$ cat src/rtl/regfile_mp_pkg.sv
// Shared types and helpers for the regfile_mp multi-port register file.
package regfile_mp_pkg;

   // Clear-walk controller states.
   typedef enum logic {
      CLEAR = 1'b0,
      READY = 1'b1
   } state_e;

   // Ceiling log2, usable in constant expressions (parameter derivation).
   function automatic int clog2(input int value);
      int result;
      int v;
      result = 0;
      v      = value - 1;
      while (v > 0) begin
         result = result + 1;
         v      = v >> 1;
      end
      return result;
   endfunction

endpackage : regfile_mp_pkg

$ cat src/rtl/regfile_mp_clr_ctrl.sv
// Clear-walk controller for regfile_mp: owns the CLEAR/READY FSM, the
// walk counter that addresses the entry being zeroed, ready, and wr_drop.
module regfile_mp_clr_ctrl
   import regfile_mp_pkg::*;
#(
   parameter  int DEPTH = 8,
   localparam int AW    = clog2(DEPTH)
) (
   input  logic          clk,
   input  logic          rst,
   input  logic          clr,
   input  logic          we,
   output logic [AW-1:0] cnt,
   output logic          clearing,
   output logic          ready,
   output logic          wr_drop
);

   localparam logic [AW-1:0] CNT_LAST = AW'(DEPTH - 1);

   state_e        state_q, state_d;
   logic [AW-1:0] cnt_q, cnt_d;
   logic          wr_drop_q, wr_drop_d;

   // State register: reset lands in CLEAR with the walk at entry 0.
   // NOTE: sequential state uses <= so every flop samples pre-edge values;
   // blocking = here would make the result depend on statement order.
   always_ff @(posedge clk or posedge rst) begin
      if (rst) begin
         state_q   <= CLEAR;
         cnt_q     <= '0;
         wr_drop_q <= 1'b0;
      end else begin
         state_q   <= state_d;
         cnt_q     <= cnt_d;
         wr_drop_q <= wr_drop_d;
      end
   end

   // Next state: walk every entry once, clr restarts the walk from 0.
   // NOTE: every variable gets a default first, so no path leaves one
   // unassigned and no latch is inferred.
   always_comb begin
      state_d   = state_q;
      cnt_d     = cnt_q;
      wr_drop_d = 1'b0;
      unique case (state_q)
         CLEAR: begin
            wr_drop_d = we;
            if (clr) begin
               cnt_d = '0;
            end else begin
               cnt_d = cnt_q + 1'b1;
               if (cnt_q == CNT_LAST) state_d = READY;
            end
         end
         READY: begin
            if (clr) begin
               state_d = CLEAR;
               cnt_d   = '0;
            end
         end
      endcase
   end

   // Outputs decoded from the registered state.
   always_comb begin
      clearing = (state_q == CLEAR);
      ready    = (state_q == READY);
      cnt      = cnt_q;
      wr_drop  = wr_drop_q;
   end

endmodule : regfile_mp_clr_ctrl

$ cat src/rtl/regfile_mp.sv
// Multi-read-port register file with hardware clear walk and hard-wired
// zero at entry 0. Define REGFILE_MP_BYPASS_EN to forward a same-cycle
// write to any read port addressing the written entry.
module regfile_mp
   import regfile_mp_pkg::*;
#(
   parameter  int DATA_W = 16,
   parameter  int DEPTH  = 8,
   parameter  int NUM_RD = 2,
   localparam int AW     = clog2(DEPTH)
) (
   input  logic                     clk,
   input  logic                     rst,
   input  logic                     clr,
   input  logic                     we,
   input  logic [AW-1:0]            waddr,
   input  logic [DATA_W-1:0]        wdata,
   input  logic [NUM_RD-1:0]        re,
   input  logic [NUM_RD*AW-1:0]     raddr,
   output logic [NUM_RD*DATA_W-1:0] rdata,
   output logic                     ready,
   output logic                     wr_drop
);

   logic [AW-1:0]            cnt;
   logic                     clearing;
   logic [DATA_W-1:0]        mem_q [DEPTH];
   logic                     mem_we;
   logic [AW-1:0]            mem_waddr;
   logic [DATA_W-1:0]        mem_wdata;
   logic [NUM_RD*DATA_W-1:0] rdata_q, rdata_d;

   regfile_mp_clr_ctrl #(.DEPTH(DEPTH)) u_clr_ctrl (
      .clk      (clk),
      .rst      (rst),
      .clr      (clr),
      .we       (we),
      .cnt      (cnt),
      .clearing (clearing),
      .ready    (ready),
      .wr_drop  (wr_drop)
   );

   // Single storage write port: the clear walk owns it while clearing,
   // otherwise user writes to non-zero entries.
   always_comb begin
      mem_we    = 1'b0;
      mem_waddr = waddr;
      mem_wdata = wdata;
      if (clearing) begin
         mem_we    = 1'b1;
         mem_waddr = cnt;
         mem_wdata = '0;
      end else if (we && (waddr != '0)) begin
         mem_we = 1'b1;
      end
   end

   // Storage array update.
   // NOTE: the array has no reset; the clear walk that follows every reset
   // zeroes it, keeping the storage free of per-bit reset wiring.
   always_ff @(posedge clk) begin
      if (mem_we) mem_q[mem_waddr] <= mem_wdata;
   end

   // Per-port registered read: zero while clearing, hold when not enabled.
   always_comb begin
      rdata_d = rdata_q;
      for (int p = 0; p < NUM_RD; p++) begin
         if (clearing) begin
            rdata_d[p*DATA_W +: DATA_W] = '0;
         end else if (re[p]) begin
            if (raddr[p*AW +: AW] == '0) begin
               rdata_d[p*DATA_W +: DATA_W] = '0;
`ifdef REGFILE_MP_BYPASS_EN
            end else if (we && (waddr == raddr[p*AW +: AW])) begin
               rdata_d[p*DATA_W +: DATA_W] = wdata;
`endif
            end else begin
               rdata_d[p*DATA_W +: DATA_W] = mem_q[raddr[p*AW +: AW]];
            end
         end
      end
   end

   // Read data register.
   always_ff @(posedge clk or posedge rst) begin
      if (rst) rdata_q <= '0;
      else     rdata_q <= rdata_d;
   end

   assign rdata = rdata_q;

endmodule : regfile_mp

$ cat config.mk
export PLATFORM = sky130hd
export DESIGN_NAME = regfile_mp
export DESIGN_NICKNAME = d
export VERILOG_FILES = /design/src/rtl/regfile_mp_pkg.sv /design/src/rtl/regfile_mp_clr_ctrl.sv /design/src/rtl/regfile_mp.sv
export SDC_FILE = /design/constraint.sdc
export NUM_CORES = 1
export LEC_CHECK = 0
export CAP_MARGIN = 40
export CORE_MARGIN = 1.5
export CORE_UTILIZATION = 40
export CTS_BUF_LIST = sky130_fd_sc_hd__clkbuf_4
export DETAILED_ROUTE_END_ITERATION = 16
export PLACE_DENSITY_LB_ADDON = 0.08
export SLEW_MARGIN = 20
export SYNTH_ARGS = -nofsm -noshare
export SYNTH_HDL_FRONTEND = slang
export SYNTH_SLANG_ARGS = --single-unit
$ cat constraint.sdc
create_clock -name clk -period 2.26 [get_ports clk]
set_input_delay 0.339 -clock clk [delete_from_list [all_inputs] [get_ports clk]]
set_output_delay 0.339 -clock clk [all_outputs]
set_load 0.01 [all_outputs]
==> results of run 1 <==
-- cells in the mapped netlist, types with 2 or more instances --
library cell,n
a21oi_1,4
a22oi_1,29
a31oi_1,3
and2_1,16
buf_2,10
buf_4,8
buf_6,3
clkbuf_1,17
dfrtp_1,37
edfxtp_1,112
ha_1,2
inv_1,3
mux2_1,3
mux2_2,27
mux2i_1,66
mux4_2,2
nand2_1,6
nand2b_1,3
nand3b_1,2
nor2_1,43
nor2b_1,4
nor3_1,2
o21ai_0,2
o221a_2,30
o221ai_1,29
-- per-stage QoR --
| stage | total power [mW] | hold WS [ns] | cells | utilization | setup WS (ns) |
|---|---|---|---|---|---|
| after floorplan | 3.421 | 0.4054 | 471 | - | 0.1891 |
| after global placement | 3.674 | 0.5436 | 761 | 0.4797 | 0.2561 |
| after detailed placement | 3.681 | 0.5449 | 761 | 0.4797 | 0.2552 |
| after CTS | 5.499 | 0.1108 | 793 | 0.4985 | 0.03290 |
| after global routing | 5.644 | 0.1382 | 794 | 0.4988 | 0.09340 |
| final | 5.445 | 0.1383 | 794 | 0.4988 | 0.1780 |
-- report_power, final --
group | internal [mW] | leakage, nW | switching (mW)
combinational | 0.256 | 1.48 | 0.319
clock | 0.864 | 0.162 | 0.961
sequential | 3.01 | 1.60 | 0.0375
total | 4.13 | 3.24 | 1.32
-- cell families after synthesis --
family,after synthesis,share of synthesized area
AOI/OAI and AO/OA,101,0.1301
adders and majority gates,2,0.003653
buffers and inverters,42,0.03252
DFF,149,0.6262
muxes,98,0.1524
and+or+nand+nor,79,0.05517
-- what timing repair did --
item / in CTS / in global routing
resized for setup: 0 / 1
endpoints found under the hold margin: 0 / 0
setup endpoints to repair: 0 / 1
-- area by class of cell --
cell class,instances,area [um2]
Timing Repair Buffer,109,1069
Clock buffer,17,127.6
Sequential cell,149,4293
Fill cell,1428,8341
Multi-Input combinational cell,280,2337
Antenna cell,1,2.502
Clock inverter,15,186.4
Inverter,3,11.26
Tap cell,220,275.3
-- worst paths after layout --
check / startpoint / to / slack (ns) / depth (start not counted)
hold / removal: rst / rdata[26] / 0.14 / 3
min in group clk: we / u_clr_ctrl.wr_drop / 0.40 / 2
setup / recovery: u_clr_ctrl.ready / ready / 0.18 / 1
hold reg to reg: rdata[19] / rdata[19] / 0.57 / 1
max in group asynchronous: rst / rdata[19] / 1.58 / 4
setup reg to reg: u_clr_ctrl.ready / mem_q[3][12] / 0.51 / 3
-- flip-flops by register name (all words and copies together), names as in the netlist --
signal,count
mem_q,112
rdata,32
u_clr_ctrl.cnt,3
u_clr_ctrl.ready,1
u_clr_ctrl.wr_drop,1
-- layer usage --
metal,vias to the layer above,track usage,share of wire
met1,2304,0.2710,0.44
met3,18,0.03553,0.045
li1,2063,-,-
met5,-,0,0
met4,0,0.07126,0.014
met2,128,0.3525,0.50
==> out/qor.csv, run 1 <==
stage;metric;value;unit
route;first_pass_iters;5;
grt;antenna_found_initial;1;
floorplan;rows;47;
place;place_area;0.007983;mm2
worst_setup_path;cp-end-kind;output pin;
synthesis;synth-seq-cells;149;
grt;track_usage;0.2080;
pwr;leakagePower;3.235;nW
timing;post-route-period-util;0.9213;
synthesis;syn_nets;504;
timing;worst_slew_pin_slew;0.5170;ns
final_layout;fin_nets;593;
synthesis;ys_seq_area_frac;0.6262;
floorplan;initial_utilization;0.4115;
cts;cts_setup_buffers;0;
status;status;finished clean;
cts;clkLatencyLatePin;0.55;ns
pwr;power_per_cell_area;655.8;mW/mm2
worst_setup_path;slowest_stage;dfrtp_4;
timing;fmax;480.3;MHz
timing;grt_setup_unrepaired;no;
hold_path;hold_class;primary input to async pin;
worst_setup_path;critPathTopFamily;flip-flops;
timing;hold_viol;0;
route;vias_per_cell;5.684;
cts;cts_tree;yes;
worst_setup_path;crit_arrival;1.74;ns
synthesis;synth_cell_types;33;
pwr;vdd_drop_max;0.4665;mV
grt;grt_max_degree;44;
floorplan;die_w;133.9;um
synthesis;avgSynthCellArea;14.54;um2
timing;setup_viol;0;
final_layout;drive_gt1_frac;0.2391;
place;place.gp.congestion;0.7656;
grt;grt_pass1_wl;27.32;mm
timing;finalClockSkew;0.01719;ns
route;drtIter0Drc;380;
synthesis;yosysWarnings;0;
worst_setup_path;crit_type;flop to output pin;
synthesis;synth_ff_type;edfxtp_1;
synthesis;syn_inst;471;
route;drc;0;
place;hpwl;11.67;mm
timing;tns;0;ns
final_layout;syn_to_final_growth;21.21;%
worst_setup_path;cp_num_buf_inv;1;
synthesis;synthArstFlopShare;0.2483;
route;drt-total-wl;17.84;mm
worst_setup_path;max_stage_delay;0.60;ns
timing;period_minus_slack;2.082;ns
floorplan;ioPinCount;65;
cts;holdBufCountCts;0;
floorplan;die_height;133.9;um
grt;grt_overflow;0;
place;port_buffers;64;
cts;path_clk_slew;0.13;ns
synthesis;yosys.area.top_type;edfxtp_1;
route;detail-route-antenna-nets;0;
final_layout;finalInstanceArea;0.008302;mm2
worst_setup_path;critical_path.max_fanout;24;
grt;grt_pass1_vias;4743;
cts;h-tree-depth;4;
floorplan;core-area;0.01664;mm2
flow_run;cap_viol_max_count;0;
cts;cts.sinks;149;
synthesis;synth-edff-count;112;
synthesis;synth_top_area_frac;0.4910;
timing;relSlewSlack;0.6553;
cts;root_buffer;clkbuf_4;
worst_setup_path;crit_required;1.92;ns
cts;clk_path_buf_depth;2;
synthesis;yosys-top-cells-area;edfxtp_1 49%, dfrtp_1 14%, mux2i_1 9.6%;
worst_setup_path;timing.critical_path.cells;clkdlybuf4s50_1;
floorplan;die_area;0.01792;mm2
route;vias;4513;
cts;cts_made_buffers;17;
final_layout;mostFrequentLayoutCells;112 x edfxtp_1, 66 x mux2i_1, 62 x clkdlybuf4s50_1, 43 x nor2_1, 37 x buf_4;
route;wl_per_cell;22.46;um
timing;finalMaxSlewViolations;0;
worst_setup_path;start_kind;flop;
synthesis;syn_area;0.006849;mm2
final_layout;final_common_cell;edfxtp_1;
No activity file was read; power rests on OpenSTA's default activity.
==> run 2, diff against run 1 <==
Settings changed: PLACE_DENSITY set to 0.56, PLACE_DENSITY_LB_ADDON 0.08 to unset.
==> run 2 against run 1 <==
  * Worst setup slack improved by 0.0041 ns
  * Non-clock buffer count fell by 8
  * Sequential power about the same
  * Final area is 0.41% lower
  * Power shrank 1.0%
  * Sequential share of layout area is 0.18 points higher
  * Via count is 1.0% lower
  * Clock skew shrank 0.0070 ns
  * Register-to-register slack better by 0.10 ns
  * Worst hold slack gained 0.079 ns
  * Critical path depth unchanged
  * Critical endpoint unchanged
==> out/qor.csv, run 2 (synthesized netlist as in run 1, its figures left out) <==
stage;metric;value;unit
final_layout;syn_to_final_growth;20.72;%
place;place.gp.congestion;0.7853;
pwr;combPwrFrac;0.107;
pwr;switching_share;0.2316;
cts;holdBufCountCts;0;
cts;cts_made_buffers;17;
cts;clk_path_buf_depth;2;
cts;cts_tree;yes;
final_layout;fin_cells;786;
final_layout;largest_reg_flops;112;
route;drtIter0Drc;335;
floorplan;die_height;133.9;um
floorplan;rows;47;
timing;finalClockSkew;0.01019;ns
route;wl_per_cell;22.42;um
floorplan;die_area;0.01792;mm2
route;detail-route-antenna-nets;0;
floorplan;core-area;0.01664;mm2
final_layout;regMostFlops;mem_q;
pwr;p_clk_frac;0.329;
pwr;intPower;4.140;mW
final_layout;final_common_cell;edfxtp_1;
route;drt-total-wl;17.62;mm
worst_setup_path;timing.critical_path.cells;clkdlybuf4s50_1;
timing;relSlewSlack;0.6115;
status;status;finished clean;
flow_run;cap_viol_max_count;0;
pwr;switchingPower;1.248;mW
grt;track_usage;0.2091;
cts;h-tree-depth;4;
place;port_buffers;64;
grt;grt_overflow;0;
pwr;leakagePower;3.211;nW
route;first_pass_iters;4;
timing;hold_ws;0.2176;ns
floorplan;ioPinCount;65;
floorplan;initial_utilization;0.4115;
hold_path;hold_class;primary input to async pin;
cts;cts.sinks;149;
cts;cts_setup_buffers;0;
timing;post-route-period-util;0.9195;
route;vias;4468;
worst_setup_path;crit_arrival;1.74;ns
route;drc;0;
cts;root_buffer;clkbuf_4;
grt;grt_max_degree;38;
worst_setup_path;critPathTopFamily;buffers and inverters;
worst_setup_path;slowest_stage;clkdlybuf4s50_1;
worst_setup_path;cp-end-kind;output pin;
worst_setup_path;max_stage_delay;0.61;ns
timing;period_minus_slack;2.078;ns
worst_setup_path;cp_num_buf_inv;1;
grt;antenna_found_initial;1;
floorplan;die_w;133.9;um
pwr;p_seq_frac;0.565;
timing;setup_viol;0;
route;vias_per_cell;5.684;
place;place_area;0.007960;mm2
final_layout;fin_nets;585;
place;dp.cells;753;
cts;ctsResizeCount;0;
timing;worst_slew_pin_slew;0.5827;ns
timing;hold_viol;0;
timing;tns;0;ns
timing;fmax;481.2;MHz
grt;grt_pass1_wl;27.47;mm
timing;grt_setup_unrepaired;no;
grt;grt_pass1_vias;4738;
pwr;vdd_drop_max;0.3081;mV
timing;finalMaxSlewViolations;0;
cts;path_clk_slew;0.12;ns
cts;clkLatencyLatePin;0.55;ns
final_layout;finalInstanceArea;0.008268;mm2
place;hpwl;11.15;mm
pwr;total_power;5.388;mW
final_layout;drive_gt1_frac;0.2265;
worst_setup_path;start_kind;flop;
pwr;power_per_cell_area;651.6;mW/mm2
worst_setup_path;critical_path.max_fanout;19;
worst_setup_path;crit_required;1.92;ns
worst_setup_path;crit_type;flop to output pin;
final_layout;mostFrequentLayoutCells;112 x edfxtp_1, 66 x mux2i_1, 62 x clkdlybuf4s50_1, 43 x nor2_1, 36 x dfrtp_1;
## run 2: changes by cell type in the layout (fill, tap and decap cells not counted), sizes merged
| cell | change |
|---|---|
| buf | -8 |
| clkbuf | +2 |
| clkinvlp | -2 |
| clkinv | +1 |
| inv | -1 |
## run 2: worst min-delay path, cell delays in order
cell             delay, ns
clkdlybuf4s50_1       0.39
inv_1                 0.05
buf_4                 0.47
## run 2: worst paths after layout
kind	end	depth (start not counted)	start	slack [ns]
max in group asynchronous	u_clr_ctrl.ready	3	rst	1.60
hold / removal	rdata[20]	3	rst	0.22
setup reg to reg	mem_q[3][11]	3	u_clr_ctrl.ready	0.61
hold reg to reg	rdata[16]	1	rdata[16]	0.57
min in group clk	u_clr_ctrl.wr_drop	2	we	0.41
setup / recovery	ready	1	u_clr_ctrl.ready	0.18
## run 2: cell type report
type | instances | area, um2
Inverter | 3 | 11.26
Timing Repair Buffer | 101 | 1046
Clock buffer | 19 | 142.6
Clock inverter | 13 | 162.7
Sequential cell | 149 | 4290
Fill cell | 1405 | 8374
Tap cell | 220 | 275.3
Multi-Input combinational cell | 280 | 2337
Antenna cell | 1 | 2.502
## run 2: power groups by stage
stage	Sequential [mW]	Clock (mW)	Combinational [mW]
after global placement	3.10	0	0.575
after floorplan	3.10	0	0.326
after global routing	3.05	1.93	0.622
after detailed placement	3.10	0	0.577
final	3.04	1.77	0.574
after CTS	3.04	1.82	0.579
## run 2: metal layers
layer	part of all wire	global-route usage
met5	0	0
met4	0.013	0.07850
met3	0.051	0.03364
met2	0.49	0.3491
met1	0.44	0.2759
## run 2: stage by stage
stage | util | setup slack, ns
detailed placement | 0.4783 | 0.2230
CTS | 0.4967 | 0.1334
global route | 0.4968 | 0.07948
global placement | 0.4783 | 0.2457
floorplan | - | 0.1891
finish | 0.4968 | 0.1820
